[src/rtl/nn_argmax_stage.sv]
`default_nettype none
// ==========================================================================
// nn_argmax_stage : streaming argmax (index + value) over M signed activations
// Optional macro ARGMAX_TIE_LAST_EN: ties resolve to the highest index.
// Revision: 1.0
// ==========================================================================
module nn_argmax_stage #(
  parameter int M    = 8,
  parameter int W    = 16,
  parameter int IDXW = $clog2(M)
) (
  input  logic            clk,
  input  logic            reset,
  input  logic            s_valid,
  output logic            s_ready,
  input  logic [W-1:0]    data_in,
  output logic            m_valid,
  input  logic            m_ready,
  output logic [IDXW-1:0] max_idx,
  output logic [W-1:0]    max_val,
  output logic [15:0]     vec_done_count
);

  typedef enum logic [0:0] {
    COLLECT = 1'b0,
    OUTPUT  = 1'b1
  } state_t;

  localparam logic [IDXW-1:0] LAST_IDX = IDXW'(M - 1);

  state_t          state;
  logic [IDXW-1:0] elem_cnt;
  logic [IDXW-1:0] best_idx;
  logic [W-1:0]    best_val;
  logic            beats;
  logic            take;

  // Element 0 always loads so a new vector never inherits the previous best.
  always_comb begin
    beats = 1'b0;
`ifdef ARGMAX_TIE_LAST_EN
    beats = ($signed(data_in) >= $signed(best_val));
`else
    beats = ($signed(data_in) > $signed(best_val));
`endif
    take = (elem_cnt == '0) || beats;
  end

  always_ff @(posedge clk) begin
    if (reset) begin
      state          <= COLLECT;
      s_ready        <= 1'b1;
      m_valid        <= 1'b0;
      max_idx        <= '0;
      max_val        <= '0;
      vec_done_count <= 16'd0;
      elem_cnt       <= '0;
      best_idx       <= '0;
      best_val       <= '0;
    end else begin
      case (state)
        COLLECT: begin
          if (s_valid && s_ready) begin
            if (take) begin
              best_val <= data_in;
              best_idx <= elem_cnt;
            end
            // The final element takes part in the comparison before publishing.
            if (elem_cnt == LAST_IDX) begin
              max_val  <= take ? data_in : best_val;
              max_idx  <= take ? elem_cnt : best_idx;
              m_valid  <= 1'b1;
              s_ready  <= 1'b0;
              elem_cnt <= '0;
              state    <= OUTPUT;
            end else begin
              elem_cnt <= elem_cnt + IDXW'(1);
            end
          end
        end
        OUTPUT: begin
          if (m_valid && m_ready) begin
            m_valid        <= 1'b0;
            s_ready        <= 1'b1;
            vec_done_count <= vec_done_count + 16'd1;
            state          <= COLLECT;
          end
        end
        default: begin
          state    <= COLLECT;
          s_ready  <= 1'b1;
          m_valid  <= 1'b0;
          elem_cnt <= '0;
        end
      endcase
    end
  end

endmodule
`default_nettype wire

[config.mk]
export PLATFORM = sky130hd
export DESIGN_NAME = nn_argmax_stage
export DESIGN_NICKNAME = d
export VERILOG_FILES = /design/src/rtl/nn_argmax_stage.sv
export SDC_FILE = /design/constraint.sdc
export NUM_CORES = 1
export LEC_CHECK = 0
export CAP_MARGIN = 0
export CORE_MARGIN = 5
export CORE_UTILIZATION = 30
export CTS_CLUSTER_SIZE = 25
export DETAILED_ROUTE_END_ITERATION = 8
export GPL_ROUTABILITY_DRIVEN = 0
export GPL_TIMING_DRIVEN = 0
export PLACE_DENSITY = 0.61
export SKIP_CTS_REPAIR_TIMING = 1
export SYNTH_ARGS = -nofsm -noshare
export SYNTH_HDL_FRONTEND = slang
export SYNTH_SLANG_ARGS = --single-unit
[constraint.sdc]
create_clock -name clk -period 8 [get_ports clk]
set_input_delay 2.4 -clock clk [delete_from_list [all_inputs] [get_ports clk]]
set_output_delay 2.4 -clock clk [all_outputs]
set_load 0.05 [all_outputs]
After elaboration in Yosys (flattened, before gate mapping)
Index checks and enable logic that the tools add are counted.
{ "totals": {"input_bits": 20, "word_cells": 40, "register_bits": 60} }
{ "op_classes": {"mux": 15, "bitwise_logic": 1, "n_reduce_logical": 8, "n_addsub": 2, "n_eq_ne": 4, "magnitude_cmp": 1} }
{ "op_table": {"columns": ["operator", "count"], "rows": [
  ["adder 16 x 1 -> 16 bit, second input constant", 1],
  ["> comparator 16 bit", 1],
  ["two-way mux 16 bit", 1],
  ["two-way mux 1 bit", 9],
  ["two-way mux 3 bit", 2],
  ["case mux 1 bit (2 select lines)", 3],
  ["AND reduction 3 bit", 2],
  ["inequality test 2 bit, second input constant", 2],
  ["AND reduction 2 bit", 2],
  ["adder 3 x 1 -> 3 bit, second input constant", 1],
  ["== test 3 bit, second input constant", 1],
  ["logical NOT 3 bit", 1],
  ["logical AND 1 bit", 2],
  ["inequality test 2 x 1 -> 1 bit, second input constant", 1],
  ["logical OR 1 bit", 1],
  ["inverter 1 bit", 1]
]} }

Logic depth before layout (Yosys ltp)
{ "depth": {"depth_word": 4, "depth_mapped": 11, "depth_no_buf": 8} }

Least setup slack after synthesis
No wires, ideal clock.
{ "synth_timing": {"path_type": "input port to flip-flop", "start": "input data_in[15]", "end": "register best_idx[0]", "setup_ps": 120, "path_slack_ps": 3552, "cell_stages": 10, "required_time_ps": 7880, "arrival_ps": 4329, "cell_sequence": "ha_1 nand4_2 o21bai_1 or4_1 a32oi_1 buf_4 a21oi_2 buf_6 buf_6 mux2i_1"} }
{ "synth_via": {"elab_chain_len": 3} }
{ "synth_lines": {"columns": ["element", "line_no", "source"], "rows": [
  ["from (decl)", "16", "input logic [W-1:0] data_in,"],
  ["> comparator 16 bit", "44", "beats = ($signed(data_in) > $signed(best_val));"],
  ["logical OR 1 bit", "46", "take = (elem_cnt == '0) || beats;"],
  ["two-way mux 3 bit", null, null],
  ["to (signal assigned)", "66", "best_idx <= elem_cnt;"],
  ["to (decl)", "33", "logic [IDXW-1:0] best_idx;"]
]} }
Every way passes these cells.
A chain may end at the register's enable or synchronous reset.

Worst setup path in the final report
{ "layout_timing": {"start": "input data_in[15]", "end": "register best_val[13]"} }
{ "layout_via": {"elab_chain_len": 3} }
{ "layout_lines": {"columns": ["element", "line_no", "source"], "rows": [
  ["> comparator 16 bit", "44", null],
  ["logical OR 1 bit", "46", null],
  ["two-way mux 16 bit", null, null],
  ["to (signal assigned)", "65", "best_val <= data_in;"],
  ["to (decl)", "34", "logic [W-1:0] best_val;"]
]} }
Every way passes these cells.

==> flow_summary.json <==
{
  "outcome": "complete, no violations",
  "numCtsBuffers": 9,
  "path_class": "input pin to flop",
  "overflow": 0,
  "final_core_util_pct": 40.4,
  "placed_area_um2": 3750,
  "worstHoldPathCells": 2,
  "p_leak_nw": 1.47,
  "synth_edf_count": 0,
  "ys_top_cells_by_area": "dfxtp_1 (40%), nand2_1 (11%), ha_1 (8.3%)",
  "whs_endpoint": "best_idx[0]",
  "start_util_pct": 30.8,
  "n_fill_cell": 1033,
  "grt.total_usage_pct": 13.4,
  "cp_cell_sequence": "clkdlybuf4s50_1 -> ha_1 -> nand4_2 -> a2111oi_0 -> o31ai_1 -> buf_2 -> a21oi_2 -> buf_6 -> buf_6 -> mux2i_1",
  "synth_common_cells": "nand2_1 (86), dfxtp_1 (60), inv_1 (24)",
  "crit_path_end_kind": "flop",
  "synth_seq_cells": 60,
  "syn-instance-count": 362,
  "total_power_w": 0.000713,
  "r2r_end": "best_val[13]",
  "synth_cell_type_count": 41,
  "synthMuxAreaShare_pct": 6.29,
  "yosysTopAreaCellShare_pct": 39.7,
  "cp_max_fo": 10,
  "htreeDepth": 3,
  "cp_top_family": "buffers and inverters",
  "pin_count": 57,
  "post_route_cells_drive_above_1_share_pct": 6.22,
  "synth.avg_cell_area_um2": 8.35,
  "min_path_type": "flop to flop",
  "die_w_um": 110,
  "cts_sinks": 60,
  "dr_total_vias": 2742,
  "whs_ns": 0.457,
  "cts_buffer_depth": 2,
  "vdd_drop_max_uv": 78.8,
  "yosys.area_share.simple_pct": 24.0,
  "hold_viol_final": 0,
  "routed_wl_um": 7730,
  "cp_slowest_stage_delay_ns": 0.66,
  "coreArea_um2": 9820,
  "worstHoldStart": "best_idx[0]",
  "synthFlopType": "dfxtp_1",
  "first_pass_iters": 4,
  "required_ns": 8.26,
  "period_minus_slack_ns": 4.99,
  "first_iter_violations": 109,
  "rows": 36,
  "synth_fp_nets": 402,
  "grt_pass1_wl_um": 12500,
  "rsz0062_at_grt": "false",
  "grt_max_degree": 11,
  "area_growth_pct": 31.3,
  "max_slew_margin_pct": 53.9,
  "setup_viol": 0,
  "maxCapViolations": 0,
  "viasPerCell": 4.84,
  "postLayoutCellArea_um2": 3970,
  "regToRegSetupSlack_ns": 5.17,
  "yosys.area_share.adder_pct": 8.28,
  "antenna_left": 0,
  "worstMarginPinSlew_ns": 0.674,
  "clk_pin_slew_ns": 0.06,
  "startpoint_type": "input pin",
  "clock_skew_ns": 0.00803,
  "synth_top_family_by_area": "simple AND/OR/NAND/NOR gates",
  "ys_async_sr_fraction_pct": 0,
  "power.density_nw_per_um2": 180,
  "antennaDiodeCount": 0,
  "wl_per_cell_um": 13.6,
  "crit_top_cell": "buf_6",
  "port_buffers": 56,
  "clock.fmax_mhz": 200,
  "cp_slowest_cell": "a2111oi_0",
  "yosysWarnings": 0,
  "synth_compound_area_share_pct": 11.5,
  "drc_errors": 0,
  "final_nets": 469,
  "die_h_um": 110,
  "slew_viol_final": 0,
  "seq_area_frac_synth_pct": 39.7,
  "grt_pass1_vias": 2608,
  "worst-path-buf-inv": 4,
  "worstReg2RegStart": "best_val[15]",
  "setup_tns_ns": 0,
  "grt_antenna_before_repair": 0,
  "netlist_area_um2": 3020,
  "cts_tree": "done",
  "r2r_cells": 10,
  "post-dp-hpwl_um": 5560,
  "synth-xor-area-share_pct": 3.77,
  "cp.arrival_ns": 5.25,
  "period_share_pct": 62.4,
  "yosys.area.top_type": "dfxtp_1",
  "clock_latency_ns": 0.34,
  "cts_root_buf": "clkbuf_8",
  "die-area_um2": 12200,
  "yosysMostFrequentCell": "nand2_1"
}
-- layout by cell type, fill, tap and decap left out, types with 2 or more instances in the layout --
master / n
a2111oi_0: 2
a21o_1: 3
a21oi_1: 13
and2_1: 3
and3_1: 3
buf_2: 4
buf_6: 2
bufinv_16: 2
clkbuf_1: 15
clkbuf_8: 10
clkdlybuf4s50_1: 56
dfxtp_1: 60
ha_1: 20
inv_1: 24
mux2i_1: 19
nand2_1: 86
nand3_1: 8
nand4_1: 22
nand4_2: 2
nor2_1: 15
nor2b_1: 2
nor3_1: 4
o211ai_1: 19
o21ai_0: 5
or3_1: 3
xnor2_1: 4
xor2_1: 9
-- layer usage --
| layer | vias up | part of all wire (%) | track usage, % |
|---|---|---|---|
| li1 | 1387 | - | - |
| met1 | 1281 | 46 | 16.6 |
| met2 | 70 | 46 | 22.0 |
| met3 | 4 | 7.4 | 5.71 |
| met4 | 0 | 0.41 | 2.64 |
| met5 | - | 0 | 0 |
-- logic make-up (layout without fill, tap and decap cells) --
| family | after synthesis | count (layout) |
|---|---|---|
| compound gates | 51 | 51 |
| xor+xnor | 13 | 13 |
| fa+ha+maj | 20 | 20 |
| buf+inv | 45 | 117 |
| flops | 60 | 60 |
| mux | 19 | 19 |
| simple gates | 154 | 154 |
-- metrics by stage --
stage               setup WS [ns]  std cells
global placement             2.73        551
CTS                          3.06        567
detailed placement           2.70        551
finish                       3.01        567
floorplan                    3.55        362
global route                 2.87        567
-- worst max-delay path by stage --
stage	from	to	cells after the start
after CTS	data_in[15]	best_val[13]	10
after global placement	data_in[15]	best_val[13]	10
after global routing	data_in[15]	best_val[13]	10
after detailed placement	data_in[15]	best_val[9]	10
final	data_in[15]	best_val[13]	10
after floorplan	data_in[15]	best_idx[0]	10
-- power by group --
group / total [W] / switching [W] / leakage (nW) / internal [W]
clock: 0.000305 / 0.000121 / 0.107 / 0.000184
sequential: 0.000315 / 0.00000723 / 0.487 / 0.000307
combinational: 0.0000937 / 0.0000549 / 0.875 / 0.0000387
total: 0.000713 / 0.000183 / 1.47 / 0.000530
-- worst reg2reg max path, cell delays in order, from the launching register on --
cell and delay [ns]:
dfxtp_1 0.36, inv_1 0.06, ha_1 0.35, nand4_2 0.18, a2111oi_0 0.66, o31ai_1 0.18, buf_2 0.23, a21oi_2 0.15
buf_6 0.18, buf_6 0.19, mux2i_1 0.20
-- flip-flops by register name (all words and copies together) (netlist names) --
register and count:
vec_done_count 16, elem_cnt 3, max_idx 3, state 1
best_idx 3, best_val 16, max_val 16, m_valid 1
s_ready 1
-- cell type report --
class	instances	area, um^2	share of cell area [%]
multi-input cells	257	1630	41.1
inverters	24	90.1	2.27
flip-flops and latches	60	1200	30.3
well taps	133	166	4.19
plain buffers	21	103	2.59
repair buffers	56	561	14.1
clock inverters	4	72.6	1.83
clock buffers	12	145	3.66
Power figures use the tool's default switching activity.
==> RTL change 1, RTL diff (same flow settings) <==
The option `ARGMAX_TIE_LAST_EN` is turned on by a define.
--- a/src/rtl/nn_argmax_stage.sv
+++ b/src/rtl/nn_argmax_stage.sv
@@ -5,4 +5,6 @@
 // Revision: 1.0
 // ==========================================================================
+`define ARGMAX_TIE_LAST_EN
+
 module nn_argmax_stage #(
   parameter int M    = 8,
Behaviour: not the same (a bounded check fails within 10 cycles, from zero or initial values and one cycle with reset high).
==> RTL change 1 against the original RTL <==
Synthesized cell count fell by 2.2%. Cell area rose by 0.82%. Cell count fell by 0.88%. Critical path depth did not move. Non-clock buffer count rose by 3. Wire length rose by 5.7%. Largest power group unchanged. Area after synthesis rose by 2.2%. Worst setup slack got worse by 0.11 ns. Sequential cell count did not move. Combinational power fell by 9.0%. Clock power fell by 16%. Total power fell by 8.2%. Critical endpoint is now max_val[4]. First-iteration DRC count fell by 25%.
==> RTL change 1: results (changes against the original RTL) <==
* Run status: finished clean (unchanged)
* Peak supply drop at 72.0 uV (was 78.8 uV)
* Number of detailed-routing iterations run before antenna repair at 4 (unchanged)
* Worst endpoint required time at 8.24 ns (was 8.26 ns)
* Syn_nets at 394 (was 402)
* Placed Instance Area at 0.00382 sq mm (was 0.00375 sq mm)
* Clk pin slew, worst setup/hold paths at 0.08 ns (was 0.06 ns)
* Number of instances in the placed design at 546 (was 551)
* Ant diodes at 0 (unchanged)
* Main area contributors after synthesis: dfxtp_1 39%, ha_1 8.1%, nand2b_1 7.9%, mux2i_1 7.1%, nor3_1 5.7% (was dfxtp_1 40%, nand2_1 11%, ha_1 8.3%, mux2i_1 6.3%, o211ai_1 4.7%)
* Critical path fanouts, max at 10 (unchanged)
* Sw power at 0.194 mW (was 0.183 mW)
* LEAKAGE at 1.49 nW (was 1.47 nW)
* # nets final at 461 (was 469)
* Number of port buffers at 56 (unchanged)
* Initial DRC count at 82 (was 109)
* Total CTS buffers at 9 (unchanged)
* Fraction of layout instances using a drive strength above 1 at 0.0516 (was 0.0622)
* Largest net degree at the start of global routing at 14 (was 11)
* Distinct cell type count after synthesis at 34 (was 41)
* Sequential-to-total area share from yosys stat at 0.389 (was 0.397)
* Hpwl dp at 5840 um (was 5560 um)
* Synthesized area per cell at 8.72 sq um (was 8.35 sq um)
* DIE WIDTH at 111 um (was 110 um)
* Sequential cell area at 0.00120 sq mm (unchanged)
* Routed wire per std cell at 14.5 um (was 13.6 um)
* CTS Root Cell: clkbuf_8 (unchanged)
* Worst path arrival time at 5.34 ns (was 5.25 ns)
* Total Routing Usage GR at 0.137 (was 0.134)
* Wire length of the first global-routing pass at 13900 um (was 12500 um)
* Most common library cells after synthesis: 60 x dfxtp_1, 39 x nand2b_1, 35 x nand2_1, 35 x nor3_1, 22 x mux2i_1 (was 86 x nand2_1, 60 x dfxtp_1, 24 x inv_1)
* Largest clock skew in the final design at 0.0162 ns (was 0.00803 ns)
* Worst Reg-to-Reg Cells at 10 (unchanged)
* Yosys warning total at 0 (unchanged)
* Actual slew at the worst max-slew pin at 0.584 ns (was 0.674 ns)
* Via count of the first global-routing pass at 2779 (was 2608)
* Total power at 0.655 mW (was 0.713 mW)
* Power in the clock group at 0.257 mW (was 0.305 mW)
* Comb power frac at 0.130
* Fillers at 1053 (was 1033)
* Worst-Skew Late Latency at roughly 0.35 ns
* Kind of critical path: input pin to flop (unchanged)
* Routed via count at 2689 (was 2742)
* Launching instance or port of the critical path: data_in[15] (unchanged)
* Count of placed standard cells in the final layout, fillers left out at 562 (was 567)
* R2r endpoint: max_val[4] (was best_val[13])
* H-Tree Level Count at 3 (unchanged)
* Setup slack at placement at 2.56 ns (was 2.70 ns)
* Slack of the worst reg-to-reg path at 5.09 ns (was 5.17 ns)
## RTL change 1: cell count changes in the layout (fill, tap and decap cells not counted), moves of 5 or more
| cell | delta |
|---|---|
| o211ai_1 | -10 |
| nand2b_1 | +39 |
| inv_1 | -5 |
| nand2_1 | -51 |
| nand4_1 | -17 |
| a221o_1 | +15 |
| nor3_1 | +31 |
## RTL change 1: cell families after synthesis
family,count (synthesis),synth area share
and+or+nand+nor,154,0.258
DFF,60,0.389
buffers and inverters,43,0.0600
AOI/OAI and AO/OA,41,0.101
muxes,22,0.0713
adders and majority gates,20,0.0810
xor gates and xnor gates,14,0.0397
## RTL change 1: per-layer routing
layer	global-route usage	vias up	wire length, um	part of all wire
li1	-	1358	-	-
met1	0.171	1256	3770	0.46
met2	0.228	61	3900	0.48
met3	0.0397	14	381	0.047
met4	0.0406	0	114	0.014
met5	0	-	0	0
## RTL change 1: worst min-delay path by stage
stage / from / endpoint / slack, ns / cells after the start
after global routing: best_val[12] / best_val[12] / 0.50 / 2
final: best_val[13] / best_val[13] / 0.48 / 2
after global placement: best_val[9] / best_val[9] / 0.46 / 2
after floorplan: state / state / 0.45 / 2
after CTS: best_val[15] / best_val[15] / 0.48 / 2
after detailed placement: best_val[12] / best_val[12] / 0.46 / 2
## RTL change 1: critical path, stage by stage
cell and delay (ns):
clkdlybuf4s50_1 0.47, ha_1 0.35, nand4_1 0.18, nor3_1 0.23, nor3_1 0.08, nor3_1 0.29, clkbuf_1 0.46, clkbuf_1 0.45
nor3_1 0.14, a221o_1 0.27
## RTL change 1: final cells by class
cell class | count | share of cell area
tap | 136 | 0.0425
buffer | 24 | 0.0285
timing repair buffer | 56 | 0.140
multi-input combinational | 251 | 0.425
inverter | 19 | 0.0178
sequential | 60 | 0.300
clock buffer | 9 | 0.0310
clock inverter | 7 | 0.0144
==> RTL change 2, RTL diff (same flow settings) <==
Without the edit above. Reset style: asynchronous (`reset`), changed in one clocked block.
--- a/src/rtl/nn_argmax_stage.sv
+++ b/src/rtl/nn_argmax_stage.sv
@@ -47,5 +47,5 @@
   end
 
-  always_ff @(posedge clk) begin
+  always_ff @(posedge clk or posedge reset) begin
     if (reset) begin
       state          <= COLLECT;
Behaviour: not the same (Yosys sat finds a counterexample within 10 cycles, from zero or initial values and one cycle with reset high; the reset may be asserted at any time).
==> RTL change 2 against the original RTL <==
Wire length grew 4.8%. Area after synthesis grew 7.0%. Register-to-register slack gained 0.06 ns. Total power shrank 17%. Utilization shrank 1.5 points. Cell area grew 4.8%. Cell count shrank 5.6%. Worst setup slack gained 0.063 ns. Critical path depth shrank 1. Sequential cell count is the same. Clock skew grew 0.0068 ns.
==> RTL change 2: results (changes against the original RTL) <==
* # nets final at 430 (was 469)
* Relative max-transition margin at 0.535 (was 0.539)
* Hpwl dp at 5710 um (was 5560 um)
* Peak supply drop at 57.8 uV (was 78.8 uV)
* Met2 demand-to-capacity share in global routing at 0.209 (was 0.220)
* Largest net degree at the start of global routing at 39 (was 11)
* Largest clock skew in the final design at 0.0148 ns (was 0.00803 ns)
* Worst path arrival time at 5.15 ns (was 5.25 ns)
* Met3 track utilization from global routing at 0.0578 (was 0.0571)
* Wire length of the first global-routing pass at 13500 um (was 12500 um)
* Syn_nets at 362 (was 402)
* Setup slack at placement at 2.67 ns (was 2.70 ns)
* Fraction of layout instances using a drive strength above 1 at 0.122 (was 0.0622)
* Arithmetic-cell share of the synthesized area counting full adders, half adders and majority gates at 0.0774 (was 0.0828)
* Main combinational cell family by area after synthesis: compound AO/OA/AOI/OAI gates (was simple AND/OR/NAND/NOR gates)
* Run status: finished clean (unchanged)
* Classification of the worst-slack hold path: flop to flop (unchanged)
* Crit path max-delay family: compound AO/OA/AOI/OAI gates (was buffers and inverters)
* Detailed-route vias per instance at 4.92 (was 4.84)
* Post-synthesis compound-gate area fraction at 0.163 (was 0.115)
* Initial DRC count at 127 (was 109)
* Number of detailed-routing iterations run before antenna repair at 5 (was 4)
* Peak per-stage delay on the critical path at 0.47 ns (was 0.66 ns)
* Total Routing Usage GR at 0.132 (was 0.134)
* Yosys warning total at 0 (unchanged)
* Routed wire per std cell at 15.1 um (was 13.6 um)
* Main area contributors after synthesis: dfrtp_1 46%, ha_1 7.7%, mux2_2 6.6%, nand2_1 4.4%, o31ai_1 4.4% (was dfxtp_1 40%, nand2_1 11%, ha_1 8.3%, mux2i_1 6.3%, o211ai_1 4.7%)
* LEAKAGE at 1.81 nW (was 1.47 nW)
* Critical path fanouts, max at 10 (unchanged)
* Fillers at 1082 (was 1033)
* Clk pin slew, worst setup/hold paths at 0.08 ns (was 0.06 ns)
* Sequential-to-total area share from yosys stat at 0.465 (was 0.397)
* Post-synthesis mux area share at 0.0662 (was 0.0629)
* Area share of xor/xnor cells in the synthesized design at 0.0406 (was 0.0377)
* Global routing usage on met1 at 0.164 (was 0.166)
* Via count of the first global-routing pass at 2761 (was 2608)
* Distinct cell type count after synthesis at 39 (was 41)
* Share of synthesized flip-flops with an asynchronous set or reset at 1.00 (was 0)
* Most common library cells after synthesis: 59 x dfrtp_1, 38 x nand2_1, 24 x nor2_1 (was 86 x nand2_1, 60 x dfxtp_1, 24 x inv_1)
* Slowest cell on crit path: clkdlybuf4s50_1 (was a2111oi_0)
RTL change 2: cell types whose count changed after synthesis, sizes merged, moves of 9 or more:
cell | unedited run | this run
dfxtp | 60 | 0
dfrtp | 0 | 59
nand2 | 86 | 38
mux2 | 0 | 19
mux2i | 19 | 0
o211ai | 19 | 0
o31ai | 1 | 19
nand4 | 24 | 8
o31a | 0 | 16
nor2 | 15 | 24
RTL change 2: kinds of logic after synthesis:
| kind of cell | Yosys count |
|---|---|
| adders and majority gates | 20 |
| and+or+nand+nor | 94 |
| AOI/OAI and AO/OA | 76 |
| muxes | 19 |
| xor gates and xnor gates | 15 |
| DFF | 60 |
| buffers and inverters | 38 |
RTL change 2: tightest hold or removal path: stages, from the launching register on:
cell and delay [ns]:
dfstp_2 0.38, nand2_1 0.05, nand2_1 0.04
RTL change 2: through the flow:
stage / cells / area [sq um]
finish: 535 / 4160
global route: 535 / 4160
CTS: 535 / 4160
detailed placement: 519 / 3990
global placement: 518 / 3970
floorplan: 322 / 3230
RTL change 2: report_power, final:
part | internal (mW) | switching [mW] | leakage (nW)
registers | 0.303 | 0 | 0.819
logic | 0.0202 | 0.0294 | 0.915
clock network | 0.112 | 0.126 | 0.0783
RTL change 2: path summary, 6_finish.rpt:
kind | start | to | slack (ns) | cells past startpoint
min in group asynchronous | reset | vec_done_count[6] | 2.40 | 2
min reg2reg | s_ready | s_ready | 0.48 | 2
max | data_in[7] | best_idx[1] | 3.07 | 9
min | s_ready | s_ready | 0.48 | 2
max in group asynchronous | reset | best_val[9] | 5.00 | 3
max reg2reg | best_val[7] | best_idx[1] | 5.23 | 9
RTL change 2: metal layers:
metal | wire length, um | vias up
met1 | 3590 | 1248
met3 | 699 | 12
met4 | 122 | 0
li1 | - | 1286
met2 | 3690 | 84
met5 | 0 | -
RTL change 2: area by class of cell:
| cell class | instances | area share |
|---|---|---|
| Timing Repair Buffer | 57 | 0.140 |
| Clock buffer | 10 | 0.0307 |
| Clock inverter | 6 | 0.00993 |
| Tap cell | 140 | 0.0421 |
| Buffer | 16 | 0.0211 |
| Multi-Input combinational cell | 224 | 0.375 |
| Sequential cell | 60 | 0.361 |
| Inverter | 22 | 0.0199 |
